File: src/rtl/brisc_trap_ctrl.sv
// rtl/brisc_trap_ctrl.sv - privilege mode, trap entry/return and boot redirect controller
module brisc_trap_ctrl #(
    parameter int                CAUSE_NUM_DUMMY = 0,
    parameter int                XLEN       = 32,
    parameter logic [XLEN-1:0]   BOOT_PC    = 32'h00001000,
    parameter logic [XLEN-1:0]   EXCEPT_PC  = 32'h00002000,
    parameter int                NUM_CAUSES = 4,
    parameter int                CAUSE_W    = $clog2(NUM_CAUSES),
    parameter int                CNT_W      = 16
) (
    input  logic               clk,
    input  logic               rst_n,
    input  logic               except_valid_i,
    input  logic [CAUSE_W-1:0] except_cause_i,
    input  logic [XLEN-1:0]    except_pc_i,
    input  logic [XLEN-1:0]    except_addr_i,
    input  logic               iret_i,
    input  logic               rm0_we_i,
    input  logic [XLEN-1:0]    rm0_wdata_i,
    output logic               priv_mode_o,
    output logic               redirect_valid_o,
    output logic [XLEN-1:0]    redirect_pc_o,
    output logic               flush_o,
    output logic [XLEN-1:0]    rm0_o,
    output logic [XLEN-1:0]    rm1_o,
    output logic [CAUSE_W-1:0] cause_o,
    output logic               halted_o,
    output logic [CNT_W-1:0]   trap_count_o
);

    typedef enum logic [2:0] {BOOT, SUP, USER, TRAP, RET, HALT} state_t;

    localparam logic [CAUSE_W:0]   NUM_C     = (CAUSE_W+1)'(NUM_CAUSES);
    localparam logic [CAUSE_W-1:0] MAX_CAUSE = CAUSE_W'(NUM_CAUSES - 1);

    state_t             state_q, state_d;
    logic               priv_q, priv_d;
    logic               redir_v_q, redir_v_d;
    logic [XLEN-1:0]    redir_pc_q, redir_pc_d;
    logic [XLEN-1:0]    rm0_q, rm0_d;
    logic [XLEN-1:0]    rm1_q, rm1_d;
    logic [CAUSE_W-1:0] cause_q, cause_d;
    logic               halted_q, halted_d;
    logic [CNT_W-1:0]   cnt_q, cnt_d;
    logic               trap_take;
    logic [CAUSE_W-1:0] cause_clamped;

    always_comb begin
        cause_clamped = ({1'b0, except_cause_i} >= NUM_C) ? MAX_CAUSE : except_cause_i;
        trap_take     = except_valid_i && (state_q == SUP || state_q == USER);

        state_d    = state_q;
        priv_d     = priv_q;
        redir_v_d  = 1'b0;
        redir_pc_d = redir_pc_q;
        rm0_d      = rm0_q;
        rm1_d      = rm1_q;
        cause_d    = cause_q;
        halted_d   = halted_q;
        cnt_d      = cnt_q;

        case (state_q)
            BOOT: begin
                state_d    = SUP;
                priv_d     = 1'b1;
                redir_v_d  = 1'b1;
                redir_pc_d = BOOT_PC;
            end
            SUP: begin
                if (rm0_we_i) rm0_d = rm0_wdata_i;
                if (except_valid_i) begin
                    state_d  = HALT;
                    halted_d = 1'b1;
                    priv_d   = 1'b1;
                end else if (iret_i) begin
                    state_d    = RET;
                    priv_d     = 1'b0;
                    redir_v_d  = 1'b1;
                    redir_pc_d = rm0_d;
                end
            end
            USER: begin
                if (except_valid_i) begin
                    state_d    = TRAP;
                    priv_d     = 1'b1;
                    redir_v_d  = 1'b1;
                    redir_pc_d = EXCEPT_PC;
                end
            end
            TRAP:    state_d = SUP;
            RET:     state_d = USER;
            HALT:    state_d = HALT;
            default: state_d = HALT;
        endcase

        // Trap capture overrides any same-cycle software write of rm0.
        if (trap_take) begin
            rm0_d   = except_pc_i;
            rm1_d   = except_addr_i;
            cause_d = cause_clamped;
            if (cnt_q != {CNT_W{1'b1}}) cnt_d = cnt_q + CNT_W'(1);
        end
    end

    always_ff @(posedge clk or negedge rst_n) begin
        if (!rst_n) begin
            state_q    <= BOOT;
            priv_q     <= 1'b1;
            redir_v_q  <= 1'b0;
            redir_pc_q <= '0;
            rm0_q      <= '0;
            rm1_q      <= '0;
            cause_q    <= '0;
            halted_q   <= 1'b0;
            cnt_q      <= '0;
        end else begin
            state_q    <= state_d;
            priv_q     <= priv_d;
            redir_v_q  <= redir_v_d;
            redir_pc_q <= redir_pc_d;
            rm0_q      <= rm0_d;
            rm1_q      <= rm1_d;
            cause_q    <= cause_d;
            halted_q   <= halted_d;
            cnt_q      <= cnt_d;
        end
    end

    assign priv_mode_o      = priv_q;
    assign redirect_valid_o = redir_v_q;
    assign flush_o          = redir_v_q;
    assign redirect_pc_o    = redir_pc_q;
    assign rm0_o            = rm0_q;
    assign rm1_o            = rm1_q;
    assign cause_o          = cause_q;
    assign halted_o         = halted_q;
    assign trap_count_o     = cnt_q;

endmodule

File: config.mk
export PLATFORM = sky130hd
export DESIGN_NAME = brisc_trap_ctrl
export DESIGN_NICKNAME = d
export VERILOG_FILES = /design/src/rtl/brisc_trap_ctrl.sv
export SDC_FILE = /design/constraint.sdc
export NUM_CORES = 1
export LEC_CHECK = 0
export ABC_CLOCK_PERIOD_IN_PS = 2040
export CAP_MARGIN = 20
export CORE_ASPECT_RATIO = 1.4
export CORE_MARGIN = 2
export CORE_UTILIZATION = 44
export CTS_CLUSTER_SIZE = 20
export DETAILED_ROUTE_END_ITERATION = 16
export GPL_TIMING_DRIVEN = 0
export HOLD_SLACK_MARGIN = 0.1
export PLACE_DENSITY = 0.79
export SLEW_MARGIN = 20
export SYNTH_ARGS = -nofsm -noshare
export SYNTH_HDL_FRONTEND = slang
export SYNTH_SLANG_ARGS = --single-unit
File: constraint.sdc
create_clock -name clk -period 2.04 [get_ports clk]
set_input_delay 0.408 -clock clk [delete_from_list [all_inputs] [get_ports clk]]
set_output_delay 0.408 -clock clk [all_outputs]
set_load 0.01 [all_outputs]
**Word-level counts from Yosys, hierarchy flattened**

Cells that the tools add are included.

- Register bits after elaboration: 120
- Logic and storage cells: 49

- Reductions and logical operators: 11
- $add $sub $neg: 1
- Muxes and demuxes: 19
- Eq/ne operators: 9

Operator list:

| operator | number |
|---|---|
| $mux W32 | 6 |
| $pmux W32 S3 | 1 |
| $add A16 B1 Y16 const B | 1 |
| $ne A16 B16 Y1 const B | 1 |
| $pmux W3 S4 | 1 |
| $mux W3 | 3 |
| $eq A3 B2 Y1 const B | 2 |
| $mux W1 | 6 |
| $ne A2 B2 Y1 const B | 3 |
| $pmux W1 S3 | 2 |
| $reduce_and A2 Y1 | 3 |
| $reduce_and A4 Y1 | 1 |
| $eq A3 B1 Y1 const B | 1 |
| $eq A3 B3 Y1 const B | 1 |
| $logic_not A3 Y1 | 1 |
| $ne A3 B3 Y1 const B | 1 |
| $reduce_and A3 Y1 | 1 |
| $reduce_bool A3 Y1 | 1 |
| $reduce_bool A2 Y1 | 1 |
| $reduce_or A2 Y1 | 1 |
| $logic_and A1 B1 Y1 | 1 |
| $logic_or A1 B1 Y1 | 1 |

**Depth between registers and ports, before layout**

Gate-level depths: netlist of the first run.

- Depth after elaboration: 4
- Mapped depth: 8

**Least setup slack after synthesis of the first run**

No wires, ideal clock.

- Path type: reg-to-reg
- From: register cnt_q[0] (netlist: trap_count_o[0])
- To: register cnt_q[12] (netlist: trap_count_o[12])
- Setup slack: 0.216 ns
- Period minus slack after synthesis: 1.824 ns
- Arrival time: 1.697 ns
- Cell stages (with the launch flop): 6
- Path through: dfrtp_1 -> ha_1 -> nand4_2 -> or2_1 -> nor4_1 -> mux2_1

- Longest elaborated chain between the ends: 2
- Elaborated cells between the ends (all ways): 3
- Those cells by class: add/sub: 1; eq/ne: 1; reduce/logical: 1

Ends and longest elaborated chain:

| element | line | RTL |
|---|---|---|
| start: declaration | 44 | `logic [CNT_W-1:0] cnt_q, cnt_d;` |
| start signal: assignment | 125 | `cnt_q <= cnt_d;` |
| parallel branches: the longest is 2 deep, another holds $add A16 B1 Y16 | - |  |

Several ways; the timed one is not identified.
A chain may end at the register's enable or synchronous reset.

**Worst setup path after layout of the first run**

Same ends and word-level chain as after synthesis.

==> impl_metrics.csv, run 1 <==
group,metric,value,unit
finish,layout.nets,886,
placed_design,pre_cts_ws,-0.386,ns
finish,synthToLayoutAreaGrowth,53.3,%
critical_path,startpoint_type,"flop",
critical_path,cp-end-kind,"flop",
synthesis,synth_top_area_share,52.7,%
synthesis,ys_async_sr_fraction,100,%
sta,hold_viol,0,
finish,regArea,3000,µm²
clocking,insertion_delay,0.40,ns
synthesis,yosysTopAreaCell,"dfrtp_1",
clocking,htree_levels,4,
drt,wl_per_cell,17.5,µm
power_and_ir_drop,power.leakage,0.00379,µW
clocking,cts_tree,"yes",
synthesis,synth_area_leaders,"dfrtp_1 53%, mux2i_1 12%, nand2_1 11%, o21ai_2 4.6%, o31ai_1 4.0%",
sta,rsz0062_at_grt,"true",
flow_run,drv_cap,0,
critical_path,max_stage_delay,0.40,ns
finish,layout-drive-gt1-share,12.0,%
placed_design,gp_congestion,0.801,
die,rows,49,
clocking,cts.reportedPaths.clkPinSlew,0.06,ns
global_routing,antenna_found_initial,0,
drt,drt_wl_total,16.6,mm
global_routing,overflow,0,
sta,worst_slew_pin_slew,0.818,ns
critical_path,cp_num_buf_inv,0,
clocking,clock_path_buffers,2,
sta,fin_worst_skew,0.00910,ns
placed_design,hpwl,12.2,mm
drt,initialDrtViolationCount,223,
sta,min_period_over_period,96.3,%
sta,timing.final.ws_setup,0.0757,ns
clocking,clock_sinks,120,
die,start_util,44.5,%
sta,relSlewSlack,45.4,%
clocking,cts_buffers,17,
power_and_ir_drop,peakVddDrop,0.884,mV
placed_design,port_buffers,219,
synthesis,synth_seq_cells,120,
synthesis,syn_avg_cell_area,10.4,µm²
synthesis,synth_edf_count,0,
global_routing,grt_pass1_wl,26.7,mm
finish,num_antenna_cells,0,
hold_path,hp-class,"flop to flop",
critical_path,critical_path.max_fanout,5,
sta,min_period,1.96,ns
critical_path,crit_chain,"ha_1 > nand4_2 > or2_1 > nor4_2 > mux2_1",
die,coreArea,12700,µm²
die,ioPinCount,221,
synthesis,synth_common_cells,"173 x nand2_1, 119 x dfrtp_1, 65 x mux2i_1",
critical_path,slowest_stage,"dfrtp_1",
drt,via_per_inst,5.21,
critical_path,cp_top_family,"simple AND/OR/NAND/NOR gates",
clocking,root_buffer,"clkbuf_16",
sta,slew_violations,0,
drt,dr.pass1.iters,5,
synthesis,syn_area,5650,µm²
synthesis,ys.flop_type,"dfrtp_1",
drt,drt.antenna.violating_nets,0,
global_routing,grt_usage,24.4,%
finish,multi_input_area,2410,µm²
global_routing,grt_pass1_vias,5204,
die,die_w,99.8,µm
critical_path,required,2.32,ns
synthesis,synth_fp_nets,646,
synthesis,ys_seq_area_share,53.2,%
finish,nFillCells,952,
critical_path,crit_arrival,2.25,ns
status,status,"complete, no violations",
die,die_area,13800,µm²
critical_path,crit_type,"flop to flop",
synthesis,ys_warn_count,0,
synthesis,synthCells,542,
power_and_ir_drop,powerDensity,1440,nW/µm²
drt,route.vias.total,4931,
synthesis,synth.distinct_cells,48,
die,die_height,138,µm
sta,fmax,0.509,GHz
global_routing,grt_max_degree,71,
sta,setup_violations,0,
synthesis,yosysMostFrequentCell,"nand2_1",
finish,final_util,68.3,%
drt,drc,0,
-- sequential cells by signal, summed over array words and instances, names as in the netlist, named ones only --
| signal | count |
|---|---|
| state_q | 2 |
| redirect_pc_o | 32 |
| priv_mode_o | 1 |
| flush_o | 1 |
| rm1_o | 32 |
| halted_o | 1 |
| rm0_o | 32 |
| trap_count_o | 16 |
| cause_o | 2 |
-- stage by stage --
step	std cells	setup TNS (ns)	instance area, µm²	hold WS [ns]	total power [µW]
CTS	946	0	8650	0.479	12600
global route	946	-1.18	8670	0.494	13200
global placement	914	-511.14	8040	0.458	9390
finish	946	0	8670	0.477	12500
detailed placement	915	-29.44	8060	0.385	9590
floorplan	542	0	5650	0.112	6630
-- power breakdown --
| group | switching (µW) | leakage [µW] | total, µW | internal (µW) |
|---|---|---|---|---|
| clock | 1010 | 0.000289 | 2940 | 1930 |
| combinational | 2580 | 0.00198 | 5450 | 2870 |
| sequential | 675 | 0.00152 | 4080 | 3410 |
-- cell families after synthesis --
group	Yosys count	share of synthesized area, %
buffers and inverters	43	4.49
muxes	71	12.7
adders and majority gates	1	0.221
and+or+nand+nor	209	15.8
AOI/OAI and AO/OA	87	11.8
DFF	120	53.2
xor gates and xnor gates	11	1.84
-- cell usage in the layout (no fill, tap or decap), drive strengths merged, types with 2 or more instances in the layout --
cell type      synthesis  routed
nand3                  6       6
clkinv                 0       7
mux2i                 65      65
and4                   2       2
dfrtp                119     119
nor3                   3       3
o21ai                 36      36
clkdlybuf4s50          0     218
o31ai                 30      30
nor2b                  3       3
clkbuf                12      32
nor4                   4       4
o21bai                 2       2
nor2                   8       8
xor2                   8       8
xnor2                  3       3
nand4                  4       4
nand2                173     173
inv                    5       5
buf                   26      28
bufinv                 0       3
a211oi                 3       3
mux2                   6       6
a21oi                 10      10
-- worst paths after layout --
check,to,slack [ns],startpoint,cells after the start
worst max-delay path,trap_count_o[12],0.08,trap_count_o[0],5
worst min-delay path,rm1_o[31],0.48,rm1_o[31],2
worst max register to register,trap_count_o[12],0.08,trap_count_o[0],5
worst min register to register,rm1_o[31],0.48,rm1_o[31],2
max in group asynchronous,redirect_pc_o[10],0.81,rst_n,3
min in group asynchronous,rm1_o[27],0.51,rst_n,2
-- area by class of cell --
cell class                 count  area share [%]
sequential                   120            34.7
multi-input combinational    379            27.8
timing repair buffer         221            25.7
clock buffer                  20            5.15
buffer                        38            2.73
tap                          153            2.21
clock inverter                10            1.49
inverter                       5           0.217
-- worst reg2reg max path: cells and delay by family (launching register included) --
kind / cells / cell delay, ns
fa+ha+maj: 1 / 0.23
mux: 1 / 0.35
simple gates: 3 / 0.87
flops: 1 / 0.40
-- what timing repair did --
item,4_1_cts,5_1_grt
resized for setup,0,5
setup buffers,0,0
endpoints found under the setup margin,0,71
hold buffers,1,0
endpoints found under the hold margin,49,0
-- per-layer routing --
layer / vias to the layer above / share of wire, % / GRT usage (%)
met5: - / 0 / 0
met2: 198 / 52 / 42.6
met3: 23 / 8.3 / 8.85
met1: 2378 / 38 / 28.0
li1: 2332 / - / -
met4: 0 / 1.7 / 6.56
Note: power is estimated with default switching activity, not from simulation.
==> run 2, diff against run 1 <==
--- a/config.mk
+++ b/config.mk
@@ -14,7 +14,7 @@
 export DETAILED_ROUTE_END_ITERATION = 16
 export GPL_TIMING_DRIVEN = 0
 export HOLD_SLACK_MARGIN = 0.1
-export PLACE_DENSITY = 0.79
+export PLACE_DENSITY = 0.78
 export SLEW_MARGIN = 20
 export SYNTH_ARGS = -nofsm -noshare
 export SYNTH_HDL_FRONTEND = slang
==> run 2 against run 1 <==
Against the previous run: register-to-register slack better by 0.02 ns; clock power decreased by 2%; non-clock buffer count shrank 1; critical path type unchanged; flip-flop and latch count unchanged; combinational power barely moved; sequential share of layout area about the same; utilization up 0.059 points; largest power group unchanged; global-route usage decreased by 0.21 points; die area stayed put; sequential power about the same.
==> impl_metrics.csv, run 2 (synthesized netlist as in run 1, its figures left out) <==
group,metric,value,unit
power_and_ir_drop,power.leakage,0.00379,µW
finish,num_antenna_cells,0,
finish,mostFrequentLayoutCell,"clkdlybuf4s50_1",
finish,multi_input_area,2420,µm²
finish,nFillCells,1003,
clocking,cts_tree,"yes",
sta,finalSetupTns,0,ns
global_routing,grt_max_degree,69,
drt,drt.antenna.violating_nets,0,
critical_path,slowest_stage,"dfrtp_1",
die,die_w,99.8,µm
global_routing,overflow,0,
placed_design,port_buffers,219,
die,coreArea,12700,µm²
flow_run,drv_cap,0,
drt,route.vias.total,4914,
finish,regArea,3000,µm²
power_and_ir_drop,switching_share,34.3,%
critical_path,max_stage_delay,0.40,ns
critical_path,critical_path.max_fanout,5,
sta,fmax,0.514,GHz
global_routing,antenna_found_initial,0,
clocking,cts_buffers,17,
drt,drt_wl_total,16.2,mm
power_and_ir_drop,powerDensity,1430,nW/µm²
status,status,"complete, no violations",
sta,fin_worst_skew,0.00997,ns
power_and_ir_drop,p_switching,4260,µW
sta,timing.final.ws_setup,0.0927,ns
global_routing,grt_usage,24.2,%
power_and_ir_drop,peakVddDrop,0.810,mV
sta,slew_violations,0,
global_routing,grt_pass1_wl,26.6,mm
power_and_ir_drop,power_frac_seq,32.8,%
critical_path,cp_num_buf_inv,0,
drt,wl_per_cell,17.2,µm
global_routing,grt_pass1_vias,5261,
critical_path,crit_arrival,2.23,ns
critical_path,startpoint_type,"flop",
sta,setup_violations,0,
sta,holdWs,0.474,ns
sta,hold_viol,0,
finish,layout-drive-gt1-share,12.6,%
sta,worst_slew_pin_slew,0.807,ns
placed_design,gp_congestion,0.811,
clocking,htree_levels,4,
power_and_ir_drop,total_power,12400,µW
clocking,cts.reportedPaths.clkPinSlew,0.06,ns
critical_path,crit_chain,"ha_1 > nand4_4 > or2_1 > nor4_2 > mux2_1",
clocking,clock_path_buffers,2,
placed_design,pre_cts_ws,-0.403,ns
hold_path,hp-class,"flop to flop",
die,die_height,138,µm
critical_path,crit_type,"flop to flop",
finish,mostFrequentLayoutCells,"218 x clkdlybuf4s50_1, 172 x nand2_1, 119 x dfrtp_1, 65 x mux2i_1",
die,ioPinCount,221,
critical_path,required,2.33,ns
sta,min_period_over_period,95.5,%
finish,layout.nets,885,
die,die_area,13800,µm²
clocking,root_buffer,"clkbuf_16",
placed_design,hpwl,11.9,mm
die,rows,49,
sta,relSlewSlack,46.2,%
clocking,clock_sinks,120,
power_and_ir_drop,combPwrFrac,43.9,%
clocking,post-cts-setup-buffers,0,
drt,drc,0,
clocking,insertion_delay,0.41,ns
drt,via_per_inst,5.20,
finish,synthToLayoutAreaGrowth,53.5,%
sta,rsz0062_at_grt,"true",
drt,dr.pass1.iters,4,
power_and_ir_drop,internal-power,8150,µW
drt,initialDrtViolationCount,146,
critical_path,cp_top_family,"simple AND/OR/NAND/NOR gates",
die,start_util,44.5,%
sta,min_period,1.95,ns
power_and_ir_drop,power.clock.fraction,23.3,%
critical_path,cp-end-kind,"flop",
[run 2: path summary, 6_finish.rpt]
kind	startpoint	endpoint	slack (ns)	cells after the start
setup reg to reg	trap_count_o[0]	trap_count_o[14]	0.09	5
setup / recovery	trap_count_o[0]	trap_count_o[14]	0.09	5
hold reg to reg	rm1_o[5]	rm1_o[5]	0.47	2
max in group asynchronous	rst_n	rm0_o[8]	0.79	3
hold / removal	rm1_o[5]	rm1_o[5]	0.47	2
min in group asynchronous	rst_n	trap_count_o[14]	0.52	2
[run 2: through the flow]
stage	area (µm²)	utilization (%)	instances
finish	8670	68.3	945
detailed placement	8060	63.5	915
global route	8670	68.3	945
CTS	8640	68.1	946
global placement	8040	63.3	914
floorplan	5650	-	542
[run 2: final cells by class]
| type | count | area share (%) |
|---|---|---|
| clock buffers | 21 | 5.42 |
| repair buffers | 221 | 25.7 |
| well taps | 153 | 2.21 |
| clock inverters | 9 | 1.15 |
| plain buffers | 37 | 2.71 |
| multi-input cells | 379 | 27.9 |
| inverters | 5 | 0.216 |
| flip-flops and latches | 120 | 34.6 |
[run 2: tightest hold or removal path: stages (launching register included)]
cell and delay, ns:
dfrtp_1 0.34, nand2_1 0.05, nand2_1 0.05
[run 2: layer usage]
layer	vias up	GRT usage, %	wire length (µm)
li1	2334	-	-
met4	0	6.85	217
met5	-	0	0
met2	209	41.5	8260
met3	21	8.65	1330
met1	2350	28.4	6400
[run 2: power groups by stage]
stage,Clock (µW),Sequential (µW),Combinational (µW)
floorplan,0,4470,2160
global placement,0,4030,5340
detailed placement,0,4090,5460
CTS,2920,4070,5510
global route,3040,4210,5910
finish,2880,4070,5450
[run 2: what timing repair did]
item | in CTS | in global routing
setup endpoints to repair | 0 | 74
hold buffers | 1 | 0
endpoints found under the hold margin | 51 | 0
gates resized for setup | 0 | 11
==> run 3, diff against run 2 <==
--- a/config.mk
+++ b/config.mk
@@ -8,13 +8,14 @@
 export ABC_CLOCK_PERIOD_IN_PS = 2040
 export CAP_MARGIN = 20
 export CORE_ASPECT_RATIO = 1.4
-export CORE_MARGIN = 2
-export CORE_UTILIZATION = 44
+export CORE_MARGIN = 8
+export CORE_UTILIZATION = 30
 export CTS_CLUSTER_SIZE = 20
 export DETAILED_ROUTE_END_ITERATION = 16
 export GPL_TIMING_DRIVEN = 0
 export HOLD_SLACK_MARGIN = 0.1
-export PLACE_DENSITY = 0.78
+export PLACE_DENSITY = 0.56
+export SETUP_SLACK_MARGIN = 0.2
 export SLEW_MARGIN = 20
 export SYNTH_ARGS = -nofsm -noshare
 export SYNTH_HDL_FRONTEND = slang
==> run 3 against run 2 <==
Against the previous run: cell count up 11%; total power up 5.4%; routed wire length up 15%; register-to-register slack better by 0.06 ns; sequential share of layout area down 1.6 points; via count down 0.63%; count of clock-buffer cells in the layout down 2; first-iteration DRC count up 12%; die area up 71%; clock skew down 0.0023 ns; sequential power about the same; utilization down 19 points; largest cell class unchanged; largest power group unchanged; highest routed layer unchanged.
==> impl_metrics.csv, run 3 (synthesized netlist as in run 1, its figures left out) <==
group,metric,value,unit
critical_path,startpoint_type,"flop",
global_routing,grt_usage,15.5,%
die,die_height,178,µm
die,die_area,23500,µm²
placed_design,port_buffers,219,
finish,num_antenna_cells,0,
finish,synthToLayoutAreaGrowth,61.1,%
die,coreArea,18500,µm²
power_and_ir_drop,peakVddDrop,0.665,mV
clocking,root_buffer,"clkbuf_16",
sta,hold_viol,0,
sta,rsz0062_at_grt,"true",
global_routing,grt_pass1_vias,5183,
drt,dr.pass1.iters,4,
die,rows,59,
critical_path,crit_type,"flop to flop",
global_routing,grt_max_degree,83,
die,start_util,30.5,%
drt,wl_per_cell,17.8,µm
drt,route.vias.total,4883,
clocking,cts_buffers,17,
clocking,clock_sinks,120,
finish,layout.nets,893,
placed_design,dp_cells,1006,
global_routing,antenna_found_initial,0,
drt,initialDrtViolationCount,163,
global_routing,grt_pass1_wl,28.8,mm
finish,finalNonFillerCells,1046,
drt,drt_wl_total,18.6,mm
sta,fmax,0.530,GHz
clocking,insertion_delay,0.41,ns
power_and_ir_drop,power.leakage,0.00408,µW
sta,slew_violations,0,
clocking,cts.reportedPaths.clkPinSlew,0.06,ns
clocking,cts_tree,"yes",
critical_path,crit_arrival,2.17,ns
finish,layout-drive-gt1-share,17.2,%
die,ioPinCount,221,
global_routing,overflow,0,
sta,min_period_over_period,92.4,%
placed_design,gp_congestion,0.772,
sta,fin_worst_skew,0.00771,ns
critical_path,critical_path.max_fanout,8,
clocking,clock_path_buffers,2,
sta,worst_slew_pin_slew,0.850,ns
sta,holdWs,0.381,ns
power_and_ir_drop,powerDensity,1440,nW/µm²
flow_run,drv_cap,0,
hold_path,hp-class,"input port to flop",
finish,mostFrequentLayoutCells,"201 x clkdlybuf4s50_1, 172 x nand2_1, 115 x dfrtp_1, 53 x mux2i_1",
drt,drc,0,
finish,nFillCells,1716,
drt,via_per_inst,4.67,
finish,final_util,49.1,%
sta,min_period,1.89,ns
finish,regArea,3010,µm²
sta,relSlewSlack,43.3,%
drt,drt.antenna.violating_nets,0,
critical_path,cp-end-kind,"flop",
critical_path,required,2.33,ns
sta,finalSetupTns,0,ns
die,die_w,132,µm
status,status,"complete, no violations",
finish,multi_input_area,2560,µm²
finish,mostFrequentLayoutCell,"clkdlybuf4s50_1",
placed_design,hpwl,14.0,mm
sta,setup_violations,0,
clocking,htree_levels,4,
## run 3: power by group
group	switching, µW	total [µW]	internal [µW]	leakage [µW]
Combinational	2710	5820	3110	0.00227
Clock	1150	3150	2000	0.000293
Sequential	690	4100	3410	0.00152
Total	4550	13100	8520	0.00408
## run 3: final cells by class
class / instances / share of cell area (%)
Sequential cell: 120 / 33.1
Multi-Input combinational cell: 379 / 28.1
Timing Repair Buffer: 228 / 25.5
Clock buffer: 19 / 4.98
Tap cell: 244 / 3.35
Buffer: 38 / 2.93
Clock inverter: 13 / 1.86
Inverter: 5 / 0.206
## run 3: repair_timing
action | CTS | global route
pin swaps | 1 | 2
setup endpoints to repair | 105 | 107
gates resized for setup | 28 | 45
endpoints found under the hold margin | 37 | 0
hold buffers | 1 | 0
buffers inserted | 2 | 4
gates cloned | 0 | 1
## run 3: worst paths after layout
check / slack [ns] / endpoint / cells past startpoint / from
setup / recovery: 0.15 / rm0_o[14] / 7 / state_q[1]
hold / removal: 0.38 / state_q[0] / 3 / except_valid_i
setup reg to reg: 0.15 / rm0_o[14] / 7 / state_q[1]
hold reg to reg: 0.47 / rm1_o[9] / 2 / rm1_o[9]
max in group asynchronous: 0.85 / rm1_o[9] / 3 / rst_n
min in group asynchronous: 0.46 / flush_o / 2 / rst_n
## run 3: per-stage QoR
step	setup slack (ns)	power [µW]	cell area, µm²
2_1_floorplan	0.216	6630	5650
3_3_place_gp	-4.40	9580	8150
3_5_place_dp	-0.433	9680	8180
4_1_cts	0.186	13000	8870
5_1_grt	0.0999	13900	9100
6_report	0.155	13100	9100
## run 3: critical path: stages, from the launching register on
cell	delay [ns]
dfrtp_1	0.37
buf_6	0.14
or3b_4	0.39
buf_6	0.15
nor2_8	0.20
clkbuf_16	0.20
mux2i_1	0.23
o21ai_2	0.07
## run 3: layer usage
metal	vias up	GRT usage, %	routed length (µm)
met2	156	25.8	9230
met5	-	0	0
met4	0	4.32	166
met1	2361	17.4	7610
li1	2353	-	-
met3	13	7.58	1590
